==> src/rtl/sys_pkg.sv <==
// Shared types for the TX frame scheduler slice: FSM state encoding and
// requester source identifiers.
package sys_pkg;

    typedef enum logic [1:0] {
        IDLE      = 2'b00,
        ISSUE     = 2'b01,
        WAIT_ACK  = 2'b11,
        WAIT_DONE = 2'b10
    } state_e;

    typedef enum logic {
        SRC_RF  = 1'b0,
        SRC_ALU = 1'b1
    } src_e;

    localparam logic [1:0] RF_BYTES  = 2'd1;
    localparam logic [1:0] ALU_BYTES = 2'd2;

endpackage

==> src/rtl/rr_arbiter2.sv <==
// Two-way round-robin arbiter; grant[0] is the RF requester, grant[1] the ALU.
// Purely combinational: the caller owns and updates last_grant.
module rr_arbiter2
    import sys_pkg::*;
(
    input  logic [1:0] req,
    input  logic       enable,
    input  src_e       last_grant,
    output logic [1:0] grant
);

    always_comb begin
        grant = '0;
        if (enable) begin
            if (req == 2'b11) begin
                grant = (last_grant == SRC_ALU) ? 2'b01 : 2'b10;
            end else begin
                grant = req;
            end
        end
    end

endmodule

==> src/rtl/tx_frame_scheduler.sv <==
// Shares the UART transmit path between RF read data (1 byte) and ALU results
// (2 bytes, low first), keeping exactly one frame in flight at a time.
module tx_frame_scheduler
    import sys_pkg::*;
#(
    parameter int unsigned DATA_WIDTH  = 8,
    parameter int unsigned ACK_TIMEOUT = 16
)
(
    input  logic                    clk,
    input  logic                    ARSTn,
    input  logic                    rf_valid,
    input  logic [DATA_WIDTH-1:0]   rf_data,
    output logic                    rf_ready,
    input  logic                    alu_valid,
    input  logic [2*DATA_WIDTH-1:0] alu_data,
    output logic                    alu_ready,
    input  logic                    tx_busy,
    output logic                    tx_valid,
    output logic [DATA_WIDTH-1:0]   tx_data,
    output logic                    sched_busy
);

    localparam int unsigned CW = (ACK_TIMEOUT > 1) ? $clog2(ACK_TIMEOUT) : 1;
    // Leaving WAIT_ACK as the counter steps to ACK_TIMEOUT-1 puts the re-issue
    // exactly ACK_TIMEOUT cycles after the previous ISSUE.
    localparam logic [CW-1:0] CNT_EXPIRE = CW'(ACK_TIMEOUT - 2);

    state_e                  state;
    logic [2*DATA_WIDTH-1:0] holding;
    logic [1:0]              bytes_left;
    logic [CW-1:0]           cnt;
    src_e                    last_grant;
    logic [1:0]              grant;
    logic                    arb_en;

    // Reset gates the grant so the ready strobes are low while ARSTn is held.
    assign arb_en = ARSTn && (state == IDLE) && !tx_busy;

    rr_arbiter2 u_arb (
        .req        ({alu_valid, rf_valid}),
        .enable     (arb_en),
        .last_grant (last_grant),
        .grant      (grant)
    );

    assign rf_ready  = grant[0];
    assign alu_ready = grant[1];
    assign tx_data   = holding[DATA_WIDTH-1:0];

    always_ff @(posedge clk or negedge ARSTn) begin
        if (!ARSTn) begin
            state      <= IDLE;
            holding    <= '0;
            bytes_left <= '0;
            cnt        <= '0;
            last_grant <= SRC_ALU;
            tx_valid   <= 1'b0;
            sched_busy <= 1'b0;
        end else begin
            tx_valid <= 1'b0;
            case (state)
                IDLE: begin
                    if (rf_ready || alu_ready) begin
                        if (alu_ready) begin
                            holding    <= alu_data;
                            bytes_left <= ALU_BYTES;
                            last_grant <= SRC_ALU;
                        end else begin
                            holding    <= {{DATA_WIDTH{1'b0}}, rf_data};
                            bytes_left <= RF_BYTES;
                            last_grant <= SRC_RF;
                        end
                        state      <= ISSUE;
                        tx_valid   <= 1'b1;
                        sched_busy <= 1'b1;
                    end
                end
                ISSUE: begin
                    cnt   <= '0;
                    state <= WAIT_ACK;
                end
                WAIT_ACK: begin
                    cnt <= cnt + 1'b1;
                    if (tx_busy) begin
                        state <= WAIT_DONE;
                    end else if (cnt == CNT_EXPIRE) begin
                        state    <= ISSUE;
                        tx_valid <= 1'b1;
                    end
                end
                WAIT_DONE: begin
                    if (!tx_busy) begin
                        bytes_left <= bytes_left - 1'b1;
                        if (bytes_left == ALU_BYTES) begin
                            holding  <= holding >> DATA_WIDTH;
                            state    <= ISSUE;
                            tx_valid <= 1'b1;
                        end else begin
                            state      <= IDLE;
                            sched_busy <= 1'b0;
                        end
                    end
                end
                default: begin
                    state      <= IDLE;
                    sched_busy <= 1'b0;
                end
            endcase
        end
    end

endmodule

==> config.mk <==
export PLATFORM = sky130hd
export DESIGN_NAME = tx_frame_scheduler
export DESIGN_NICKNAME = d
export VERILOG_FILES = /design/src/rtl/sys_pkg.sv /design/src/rtl/rr_arbiter2.sv /design/src/rtl/tx_frame_scheduler.sv
export SDC_FILE = /design/constraint.sdc
export NUM_CORES = 1
export LEC_CHECK = 0
export CELL_PAD_IN_SITES_DETAIL_PLACEMENT = 1
export CELL_PAD_IN_SITES_GLOBAL_PLACEMENT = 1
export CORE_UTILIZATION = 35
export DETAILED_ROUTE_END_ITERATION = 8
export PLACE_DENSITY_LB_ADDON = 0.1
export SLEW_MARGIN = 20
export SYNTH_ARGS = -nofsm -noshare
export SYNTH_HDL_FRONTEND = slang
export SYNTH_SLANG_ARGS = --single-unit
==> constraint.sdc <==
create_clock -name clk -period 1.7 [get_ports clk]
set_input_delay 0.255 -clock clk [delete_from_list [all_inputs] [get_ports clk]]
set_output_delay 0.255 -clock clk [all_outputs]
set_load 0.05 [all_outputs]
# After elaboration in Yosys (flattened, before gate mapping)
# Index checks and enable logic that the tools add are counted.
[word_totals]
output_inout_bits = 12
word_cells = 62
inputBits = 29
reg_bits = 27
[op_classes]
n_mux = 30
addsub = 2
reduce_logical = 12
eq_ne = 11
[ops]
columns = ["cell", "count"]
rows = [
  ["16-bit two-way mux", 4],
  ["16-bit case mux with 2 select lines", 1],
  ["2-bit two-way mux", 10],
  ["1-bit two-way mux", 10],
  ["2-bit equality test, second input constant", 4],
  ["2-bit case mux with 4 select lines", 1],
  ["4-bit case mux with 2 select lines", 1],
  ["4-bit AND reduction", 2],
  ["2-bit inequality test, second input constant", 3],
  ["3-bit AND reduction", 2],
  ["4-bit by 1-bit adder with 4-bit output, second input constant", 1],
  ["4-bit equality test, second input constant", 1],
  ["2-bit case mux with 2 select lines", 1],
  ["2-bit nonzero test", 2],
  ["3-bit inequality test, second input constant", 1],
  ["1-bit case mux with 3 select lines", 1],
  ["2-bit by 1-bit equality test with 1-bit output, second input constant", 1],
  ["1-bit logical AND", 2],
  ["2-bit logical NOT", 1],
  ["2-bit by 1-bit inequality test with 1-bit output, second input constant", 1],
  ["1-bit case mux with 2 select lines", 1],
  ["2-bit AND reduction", 1],
  ["2-bit by 1-bit subtractor with 2-bit output, second input constant", 1],
  ["1-bit logical NOT", 1],
  ["1-bit logical OR", 1],
]

# Logic depth before layout (Yosys ltp)
# Gate-level depths: netlist (run 1).
[logic_depth]
ltp_word = 7
mapped_depth = 6
ltp_nobuf = 5

# Hierarchy
# Synthesis (run 1) repeated with hierarchy kept, for this count alone.
[hier_totals]
cells_unflattened = 131
hier_area_um2 = 1549.0
[by_module_without_submodules]
columns = ["module", "area_each_um2", "cells_each", "seq_area_each_um2", "instances"]
rows = [
  ["tx_frame_scheduler", 1527.7, 126, 676.9, 1],
  ["rr_arbiter2", 21.3, 5, 0.0, 1],
]

# Worst setup path before layout (run 1)
# No wires, ideal clock.
[synth_path]
kind = "register to output"
start = "register state[0]"
end = "output rf_ready"
t_required_ns = 1.445
path_slack_ns = 0.000
arrival_ns = 1.445
path_stages_with_launch = 4
path_buffers = 1
cell_sequence = "dfrtp_1 nor4b_4 buf_4 and3_1"
[synth_between]
elab_chain_len = 4
[synth_rtl]
columns = ["item", "line", "source"]
rows = [
  ["start: declaration", "tx_frame_scheduler.sv:29", "state_e state;"],
  ["start signal: assignment", "tx_frame_scheduler.sv:53", "state <= IDLE;"],
  ["start signal: assignment", "tx_frame_scheduler.sv:74", "state <= ISSUE;"],
  ["start signal: assignment", "tx_frame_scheduler.sv:81", "state <= WAIT_ACK;"],
  ["2-bit logical NOT", "tx_frame_scheduler.sv:38", "assign arb_en = ARSTn && (state == IDLE) && !tx_busy;"],
  ["1-bit logical AND (2 in series)", "tx_frame_scheduler.sv:38", ""],
  ["2-bit two-way mux", "rr_arbiter2.sv:14", "if (enable) begin"],
  ["end: declaration", "tx_frame_scheduler.sv:14", "output logic rf_ready,"],
]
# Every way passes these cells.

# Final worst setup path (run 1)
[layout_path]
start = "register state[1]"
end = "output rf_ready"
# The elaborated chain is that of the path after synthesis.

==> impl_results.md, run 1 <==
- Vias: 1253
- Synthesis-stage register bit count: 27
- H-tree level count: 1
- Filler cells: 443
- Die area: 4270 um2
- Synth Cell Area: 1400 um2
- Max Slew Vio Count: 0
- Met3 Usage GRT: 2.60%
- Least-Margin Pin Slew: 352 ps
- Drt drc: 0
- CTS tree: built
- DP Area: 1890 um2
- Commonest non-fill, non-tap cell in the layout: buf_4
- Period utilization: 104%
- Setup slack after layout: -69.3 ps
- Fmax: 0.565 GHz
- Worst VDD drop: 651 uV
- Final HPWL DP: 2820 um
- R2r setup slk: 90 ps
- Final wirelength: 3940 um
- Met2 global-route usage: 34.3%
- Clk_skew: 3.52 ps
- Fin cells: 241
- Crit Path Max Fanout: 3
- Root Buffer: clkbuf_8
- Final nets: 226
- Core footprint: 3740 um2
- Die Ht: 65.3 um
- Global route overflow: 0
- Failing checks: setup timing
- Cell count after synthesis: 143
- Pin count of the biggest net entering global routing: 28
- Status: complete, but fails checks
- Gr busiest metal: met2
- Reg area: 677 um2
- Worst setup SP type: flop
- Sequential-to-total area share from yosys stat: 48.2%
- DR vias/cell: 5.20
- RSZ-0062 raised after global routing: yes
- Multi-input combinational cell area: 624 um2
- RD Place Congestion: 0.735
- Critical path type: reg2out
- GRT Total Usage: 20.4%
- Most frequent cells in the layout: buf_4 (31), dfrtp_1 (26), clkdlybuf4s50_1 (26)
- Placed Cells: 230
- Setup-failing EPs final: 2
- CP peak stage delay: 430 ps
- Asr flop ratio synth: 100%
- Slew margin rel.: 76.5%
- Layout cell share with drive strength beyond 1: 24.4%
- Port Buf Inserts: 40
- Hold-fix buffers, CTS: 0
- Worst EP arrival: 1510 ps
- Initial antenna violation count: 0
- Main flop type after synthesis: dfrtp_1
- CTS Buffer Depth: 2
- Pwr per Cell Area: 1610 nW/um2
- Synthesized net count: 175
- Die width: 65.3 um
- Design area: 2010 um2
- Iter 0 DRT Violations: 55
- Clock Latency Late Sink: 270 ps
- Area Growth Syn to Fin: 43.2%
- Clock transition at the registers of the reported paths: 90 ps
- Row count: 22
- Post-layout min period: 1770 ps
- Cell family with most CP delay: simple AND/OR/NAND/NOR gates
- Diodes inserted: 0
- CP Data Required Time: 1440 ps
- WL per Instance: 16.4 um
- Tightest Hold Check Type: in2async
- First-pass GRT wire length: 6530 um
- Buffers & Inverters on Critical Path: 2
- Total CTS buffers: 3
- Cells along the critical path: nor4b_4 -> buf_4 -> and3_4 -> buf_12
- Pleak: 0.947 nW
- Syn Area/Cell: 9.82 um2
- Met1 Use GR: 26.3%
- Clk sinks: 27
- Synth unique cells: 30
- Starting density of the core: 37.5%
- Initial DRT Pass Iterations: 4
- CP Capture Type: primary output
- # IOs: 41
- Final hold violations: 0
- Post-synth EDFFs: 0
- Number of global-route vias before repair: 1360
- Synth Warn #: 0
- CP max stage cell: dfrtp_1
- Max-cap viol count: 0
- Routed Antenna Nets: 0
registers in the layout (all words and copies together), names as in the netlist:
signal	flops
holding	16
cnt	4
bytes_left	2
state	2
last_grant	1
sched_busy	1
tx_valid	1
logic make-up after synthesis:
family / synth area share (%)
buf+inv: 9.27
flops: 48.2
fa+ha+maj: 2.67
compound gates: 25.3
simple gates: 14.5
per-layer routing:
metal / share of wire [%] / vias to the layer above
met2: 49 / 31
met4: 1.9 / 0
met3: 5.1 / 6
met1: 44 / 609
li1: - / 607
met5: 0 / -
final cells by class:
type / count / share of cell area, %
clock buffer: 3 / 2.05
sequential: 27 / 33.7
clock inverter: 1 / 0.249
multi-input combinational: 92 / 31.1
tap: 48 / 2.99
timing repair buffer: 62 / 28.4
inverter: 8 / 1.62
cell usage after synthesis, drive strengths merged (2+ instances only):
| library cell | number | area, um2 |
|---|---|---|
| a21boi | 9 | 67.6 |
| a22o | 10 | 87.6 |
| a31oi | 8 | 50.1 |
| buf | 12 | 85.1 |
| clkbuf | 4 | 15.0 |
| dfrtp | 26 | 651 |
| ha | 3 | 37.5 |
| inv | 8 | 30.0 |
| nand2 | 14 | 52.6 |
| nand2b | 2 | 12.5 |
| nand3 | 2 | 10.0 |
| nand3b | 2 | 15.0 |
| nand4 | 2 | 12.5 |
| nor2 | 12 | 45.0 |
| o21ai | 8 | 40.0 |
| o31ai | 9 | 67.6 |
worst paths after layout:
check,depth (start not counted),start,end
setup reg to reg,6,state[1]$_DFFE_PN0P_,holding[3]$_DFFE_PN0P_
hold reg to reg,2,last_grant$_DFFE_PN1P_,last_grant$_DFFE_PN1P_
min in group clk,2,last_grant$_DFFE_PN1P_,last_grant$_DFFE_PN1P_
hold / removal,2,ARSTn,holding[3]$_DFFE_PN0P_
max in group asynchronous,2,ARSTn,last_grant$_DFFE_PN1P_
setup / recovery,4,state[1]$_DFFE_PN0P_,rf_ready
power breakdown:
part | internal [W] | leakage (nW) | total, W | switching, W
Combinational | 0.000737 | 0.581 | 0.00174 | 0.00100
Sequential | 0.000931 | 0.340 | 0.00113 | 0.000200
Clock | 0.000164 | 0.0255 | 0.000369 | 0.000205
Total | 0.00183 | 0.947 | 0.00324 | 0.00141
timing repair:
item | CTS | global route
pin swaps | 1 | 2
endpoints found under the setup margin | 2 | 8
buffers inserted | 5 | 2
gates resized for setup | 4 | 6
through the flow:
stage | setup slack, ps | utilization [%] | power [W] | hold WS, ps | setup TNS, ps
floorplan | 128 | - | 0.00234 | -40.6 | 0
global placement | -160 | 50.4 | 0.00273 | 457 | -1750
detailed placement | -177 | 50.4 | 0.00281 | 464 | -2740
CTS | -74.8 | 52.6 | 0.00322 | 196 | -74.8
global route | -129 | 53.7 | 0.00350 | 220 | -254
finish | -69.3 | 53.7 | 0.00324 | 182 | -80.8
(Power assumes the default switching activity.)
==> run 2, diff against run 1 <==
- CAP_MARGIN: not set -> 25
- CORE_UTILIZATION: 35 -> 38
- CTS_CLUSTER_DIAMETER: not set -> 30
- clock period: 1.7 -> 2.16 ns (I/O delays scaled with it)
==> impl_results.md, run 2 (synthesis gave the netlist of run 1 again) <==
- CTS Buffer Depth: 2 (unchanged)
- Hold-fix buffers, CTS: 0 (unchanged)
- Worst EP arrival: 1670 ps (was 1510 ps)
- Status: complete, no violations (was complete, but fails checks)
- Most frequent cells in the layout: clkdlybuf4s50_1 (38), dfrtp_1 (25), nand2_1 (14) (was buf_4 (31), dfrtp_1 (26), clkdlybuf4s50_1 (26))
- P_int: 0.00140 W (was 0.00183 W)
- Clk_skew: 3.35 ps (was 3.52 ps)
- RSZ-0062 raised after global routing: no (was yes)
- RD Place Congestion: 0.825 (was 0.735)
- Vias: 1224 (was 1253)
- CP Capture Type: primary output (unchanged)
- Setup-failing EPs final: 0 (was 2)
- Initial antenna violation count: 0 (unchanged)
- Global route overflow: 0 (unchanged)
- Initial DRT Pass Iterations: 4 (unchanged)
- Max-cap viol count: 0 (unchanged)
- Commonest non-fill, non-tap cell in the layout: clkdlybuf4s50_1 (was buf_4)
- Period utilization: 92.3%
- Worst setup SP type: primary input (was flop)
- Core footprint: 3440 um2 (was 3740 um2)
- Pwr per Cell Area: 1290 nW/um2 (was 1610 nW/um2)
- Final nets: 216 (was 226)
- # IOs: 41 (unchanged)
- Final hold violations: 0 (unchanged)
- Switching Share: 43.6% (was 43.5%)
- DP Area: 1860 um2 (was 1890 um2)
- Fmax: 0.502 GHz
- Max Slew Vio Count: 0 (unchanged)
- Iter 0 DRT Violations: 62 (was 55)
- Post-layout min period: 1990 ps
- Root Buffer: clkbuf_8 (unchanged)
- CP Data Required Time: 1840 ps (was 1440 ps)
- Design area: 1920 um2 (was 2010 um2)
- H-tree level count: 1 (unchanged)
- Total CTS buffers: 3 (unchanged)
- First-pass GRT wire length: 6480 um (was 6530 um)
- Starting density of the core: 40.8% (was 37.5%)
- Biggest regs: holding: 16 flops, cnt: 4 flops (unchanged)
- CTS tree: built (unchanged)
- Die area: 3940 um2 (was 4270 um2)
- Clk sinks: 27 (unchanged)
- Tightest Hold Check Type: reg2reg (was in2async)
- GRT Total Usage: 21.3% (was 20.4%)
- Critical path type: in2out (was reg2out)
- Clock transition at the registers of the reported paths: 90 ps (about the same)
- WL per Instance: 16.7 um (was 16.4 um)
- Least-Margin Pin Slew: 509 ps (was 352 ps)
- Die Ht: 62.8 um (was 65.3 um)
- Clock Latency Late Sink: 270 ps (about the same)
- Worst VDD drop: 667 uV (was 651 uV)
- Slew margin rel.: 66.0% (was 76.5%)
- DR vias/cell: 5.34 (was 5.20)
- Combinational power share: 51.8% (was 53.7%)
- Area Growth Syn to Fin: 36.7% (was 43.2%)
- Pin count of the biggest net entering global routing: 28 (unchanged)
- Layout cell share with drive strength beyond 1: 12.0% (was 24.4%)
- Post-Route Hold Slack: 484 ps (was 182 ps)
- Clock power frac: 11.4% (about the same)
- P_sw: 0.00108 W (was 0.00141 W)
- Die width: 62.8 um (was 65.3 um)
- Largest register by flop count: holding (unchanged)
- Number of global-route vias before repair: 1286 (was 1360)
- Port Buf Inserts: 40 (unchanged)
- Drt drc: 0 (unchanged)
- Final HPWL DP: 2870 um (was 2820 um)
- Row count: 21 (was 22)
- Sequential power share: 36.8% (was 34.9%)
- Pleak: 0.861 nW (was 0.947 nW)
- Final wirelength: 3820 um (was 3940 um)
- Max reg flops: 16 (unchanged)
- Pwr Total: 0.00248 W (was 0.00324 W)
- Routed Antenna Nets: 0 (unchanged)
- Crit Path Max Fanout: 6 (was 3)
- Setup TNS: 0 ps (was -80.8 ps)
- Diodes inserted: 0 (unchanged)
==> run 2: power groups by stage <==
stage                     clock, W  combinational [W]  sequential, W
after CTS                 0.000291            0.00129       0.000911
after detailed placement         0            0.00128       0.000919
after global placement           0            0.00124       0.000904
after global routing      0.000316            0.00141       0.000946
final                     0.000283            0.00128       0.000911
after floorplan                  0           0.000937       0.000900
==> run 2: metal layers <==
| layer | part of all wire, % | GRT usage, % | wire (um) |
|---|---|---|---|
| met1 | 45 | 27.2 | 1710 |
| met2 | 51 | 37.4 | 1950 |
| met3 | 3.7 | 4.38 | 141 |
| met4 | 0.47 | 3.49 | 18 |
| met5 | 0 | 0 | 0 |
==> run 2: stage by stage <==
| step | setup slack [ps] | instances | utilization [%] |
|---|---|---|---|
| 2_1_floorplan | 391 | 143 | - |
| 3_3_place_gp | 166 | 223 | 53.9 |
| 3_5_place_dp | 119 | 223 | 53.9 |
| 4_1_cts | 34.7 | 227 | 55.3 |
| 5_1_grt | 55.9 | 229 | 55.8 |
| 6_report | 167 | 229 | 55.8 |
==> run 2: path summary, 6_finish.rpt <==
kind	slack, ps	depth (start not counted)	to	from
worst min register to register	480	2	last_grant$_DFFE_PN1P_	last_grant$_DFFE_PN1P_
worst min-delay path	480	2	last_grant$_DFFE_PN1P_	last_grant$_DFFE_PN1P_
worst max-delay path	170	5	alu_ready	tx_busy
worst max register to register	380	6	holding[6]$_DFFE_PN0P_	state[1]$_DFFE_PN0P_
max in group asynchronous	1350	2	last_grant$_DFFE_PN1P_	ARSTn
min in group asynchronous	510	2	cnt[1]$_DFFE_PN0P_	ARSTn
==> run 2: layout make-up <==
cell class / instances / area (um2)
Timing Repair Buffer: 52 / 510
Clock inverter: 1 / 5.00
Clock buffer: 3 / 41.3
Multi-Input combinational cell: 92 / 597
Tap cell: 46 / 57.6
Sequential cell: 27 / 678
Inverter: 8 / 30.0
Fill cell: 387 / 1520
==> run 2: what timing repair did <==
action	in CTS	in global routing
gates resized for setup	0	1
buffers inserted	0	2
setup endpoints to repair	0	2
==> run 2: critical path: stages <==
cell,delay (ps)
clkdlybuf4s50_1,490
nor4b_4,370
nand2_1,120
inv_1,200
buf_12,170
==> run 3, diff against run 2 <==
- CORE_MARGIN: not set -> 3
- CTS_BUF_LIST: not set -> sky130_fd_sc_hd__clkbuf_16
==> impl_results.md, run 3 (synthesis gave the netlist of run 1 again) <==
- Status: complete, no violations (unchanged)
- GRT Total Usage: 19.8% (was 21.3%)
- Global route overflow: 0 (unchanged)
- Drt drc: 0 (unchanged)
- Worst EP arrival: 1710 ps (was 1670 ps)
- Final hold violations: 0 (unchanged)
- Met2 global-route usage: 33.9% (was 37.4%)
- HP Start: holding[1]$_DFFE_PN0P_ (was last_grant$_DFFE_PN1P_)
- Final HPWL DP: 2820 um (was 2870 um)
- Crit Path Max Fanout: 6 (unchanged)
- Worst r2r src: state[1]$_DFFE_PN0P_ (unchanged)
- Die width: 66.8 um (was 62.8 um)
- Post-layout min period: 2030 ps (was 1990 ps)
- Filler cells: 381 (was 387)
- Largest register by flop count: holding (unchanged)
- DR vias/cell: 5.40 (was 5.34)
- Setup-failing EPs final: 0 (unchanged)
- Buffers & Inverters on Critical Path: 3 (unchanged)
- Diodes inserted: 0 (unchanged)
- Initial DRT Pass Iterations: 4 (unchanged)
- Final nets: 216 (unchanged)
- Clk_skew: 2.79 ps (was 3.35 ps)
- RSZ-0062 raised after global routing: no (unchanged)
- RD Place Congestion: 0.753 (was 0.825)
- Clock Latency Late Sink: 260 ps (was 270 ps)
- Placed Cells: 224 (was 223)
- Setup TNS: 0 ps (unchanged)
- Hold-fix buffers, CTS: 0 (unchanged)
- CP Data Required Time: 1840 ps (about the same)
- Clk sinks: 27 (unchanged)
- Least-Margin Pin Slew: 531 ps (was 509 ps)
- Layout cell share with drive strength beyond 1: 11.5% (was 12.0%)
- Area Growth Syn to Fin: 39.0% (was 36.7%)
- CP Capture Type: primary output (unchanged)
- Core footprint: 3440 um2 (unchanged)
- WL per Instance: 17.1 um (was 16.7 um)
- CTS Buffer Depth: 2 (unchanged)
- Worst setup SP type: primary input (unchanged)
- Slew margin rel.: 64.5% (was 66.0%)
- Max Slew Vio Count: 0 (unchanged)
- Worst VDD drop: 481 uV (was 667 uV)
- CP peak stage delay: 540 ps (was 490 ps)
- Clock transition at the registers of the reported paths: 60 ps (was 90 ps)
- Cell family with most CP delay: buffers and inverters (unchanged)
- Vias: 1237 (was 1224)
- Port Buf Inserts: 40 (unchanged)
- Fin cells: 229 (unchanged)
- Pleak: 0.878 nW (was 0.861 nW)
- First-pass GRT wire length: 6640 um (was 6480 um)
- Initial antenna violation count: 0 (unchanged)
- Number of global-route vias before repair: 1355 (was 1286)
- Biggest regs: holding: 16 flops, cnt: 4 flops (unchanged)
- Met3 Usage GRT: 3.20% (was 4.38%)
- Pin count of the biggest net entering global routing: 28 (unchanged)
- # IOs: 41 (unchanged)
- Iter 0 DRT Violations: 76 (was 62)
- Critical path type: in2out (unchanged)
- Fmax: 0.491 GHz (was 0.502 GHz)
- Most frequent cells in the layout: clkdlybuf4s50_1 (38), dfrtp_1 (25), nand2_1 (14) (unchanged)
- Final wirelength: 3910 um (was 3820 um)
- CP max stage cell: clkdlybuf4s50_1 (unchanged)
- Starting density of the core: 40.8% (unchanged)
- Pwr per Cell Area: 1330 nW/um2 (was 1290 nW/um2)
- Met1 Use GR: 24.9% (was 27.2%)
- Tightest Hold Check Type: reg2reg (unchanged)
- Row count: 21 (unchanged)
- Die area: 4460 um2 (was 3940 um2)
- Die Ht: 66.8 um (was 62.8 um)
- Routed Antenna Nets: 0 (unchanged)
- Cells along the critical path: clkdlybuf4s50_1 -> nor4b_4 -> buf_4 -> and3_1 -> buf_12 (was clkdlybuf4s50_1 -> nor4b_4 -> nand2_1 -> inv_1 -> buf_12)
- H-tree level count: 1 (unchanged)
- Commonest non-fill, non-tap cell in the layout: clkdlybuf4s50_1 (unchanged)
- Gr busiest metal: met2 (unchanged)
- Total CTS buffers: 3 (unchanged)
- CP Launch Point: ARSTn (was tx_busy)
- Period utilization: 94.2% (was 92.3%)
- Max reg flops: 16 (unchanged)
- Root Buffer: clkbuf_16 (was clkbuf_8)
- Max-cap viol count: 0 (unchanged)
- CTS tree: built (unchanged)
run 3: cell types whose count changed in the layout (fill, tap and decap cells not counted):
cell / change
inv_1: +1
clkinv_2: -1
clkbuf_16: +3
clkbuf_8: -3
run 3: layout make-up:
| cell class | instances | area, um2 | share of cell area [%] |
|---|---|---|---|
| clock buffer | 3 | 75.1 | 3.85 |
| inverter | 8 | 30.0 | 1.54 |
| timing repair buffer | 52 | 510 | 26.2 |
| sequential | 27 | 678 | 34.7 |
| clock inverter | 1 | 3.75 | 0.192 |
| tap | 46 | 57.6 | 2.95 |
| multi-input combinational | 92 | 597 | 30.6 |
run 3: tightest hold or removal path: stages (launching register included):
cell and delay (ps):
dfrtp_1 340, nand2_1 50, o31ai_1 50
run 3: report_power, final:
group          switching (W)  internal [W]  total, W
Clock               0.000171      0.000248  0.000419
Combinational       0.000735      0.000528   0.00126
Sequential          0.000179      0.000736  0.000915
Total                0.00108       0.00151   0.00260
run 3: path summary, 6_finish.rpt:
kind | to | slack, ps | depth (start not counted)
max in group asynchronous | last_grant$_DFFE_PN1P_ | 1290 | 2
worst min register to register | holding[1]$_DFFE_PN0P_ | 470 | 2
min in group asynchronous | cnt[1]$_DFFE_PN0P_ | 560 | 2
worst max register to register | holding[2]$_DFFE_PN0P_ | 410 | 6
worst max-delay path | rf_ready | 130 | 5
worst min-delay path | holding[1]$_DFFE_PN0P_ | 470 | 2
run 3: per-layer routing:
| metal | up-vias | wire length [um] | part of all wire (%) |
|---|---|---|---|
| li1 | 585 | - | - |
| met1 | 608 | 1710 | 44 |
| met2 | 37 | 1950 | 50 |
| met3 | 7 | 174 | 4.5 |
| met4 | 0 | 70 | 1.8 |
| met5 | - | 0 | 0 |
run 3: metrics by stage:
stage	util (%)	worst slack (ps)	power, W	hold WS [ps]	area [um2]
final	56.7	125	0.00260	475	1950
after global placement	54.2	164	0.00213	459	1860
after global routing	56.7	35.9	0.00281	521	1950
after CTS	56.5	37.0	0.00262	480	1940
after floorplan	-	391	0.00184	28.4	1400
after detailed placement	54.2	110	0.00219	467	1860
run 3: timing repair:
item,in CTS,in global routing
hold endpoints to repair,0,0
endpoints found under the setup margin,0,2
gates resized for setup,0,1
buffers inserted,0,1
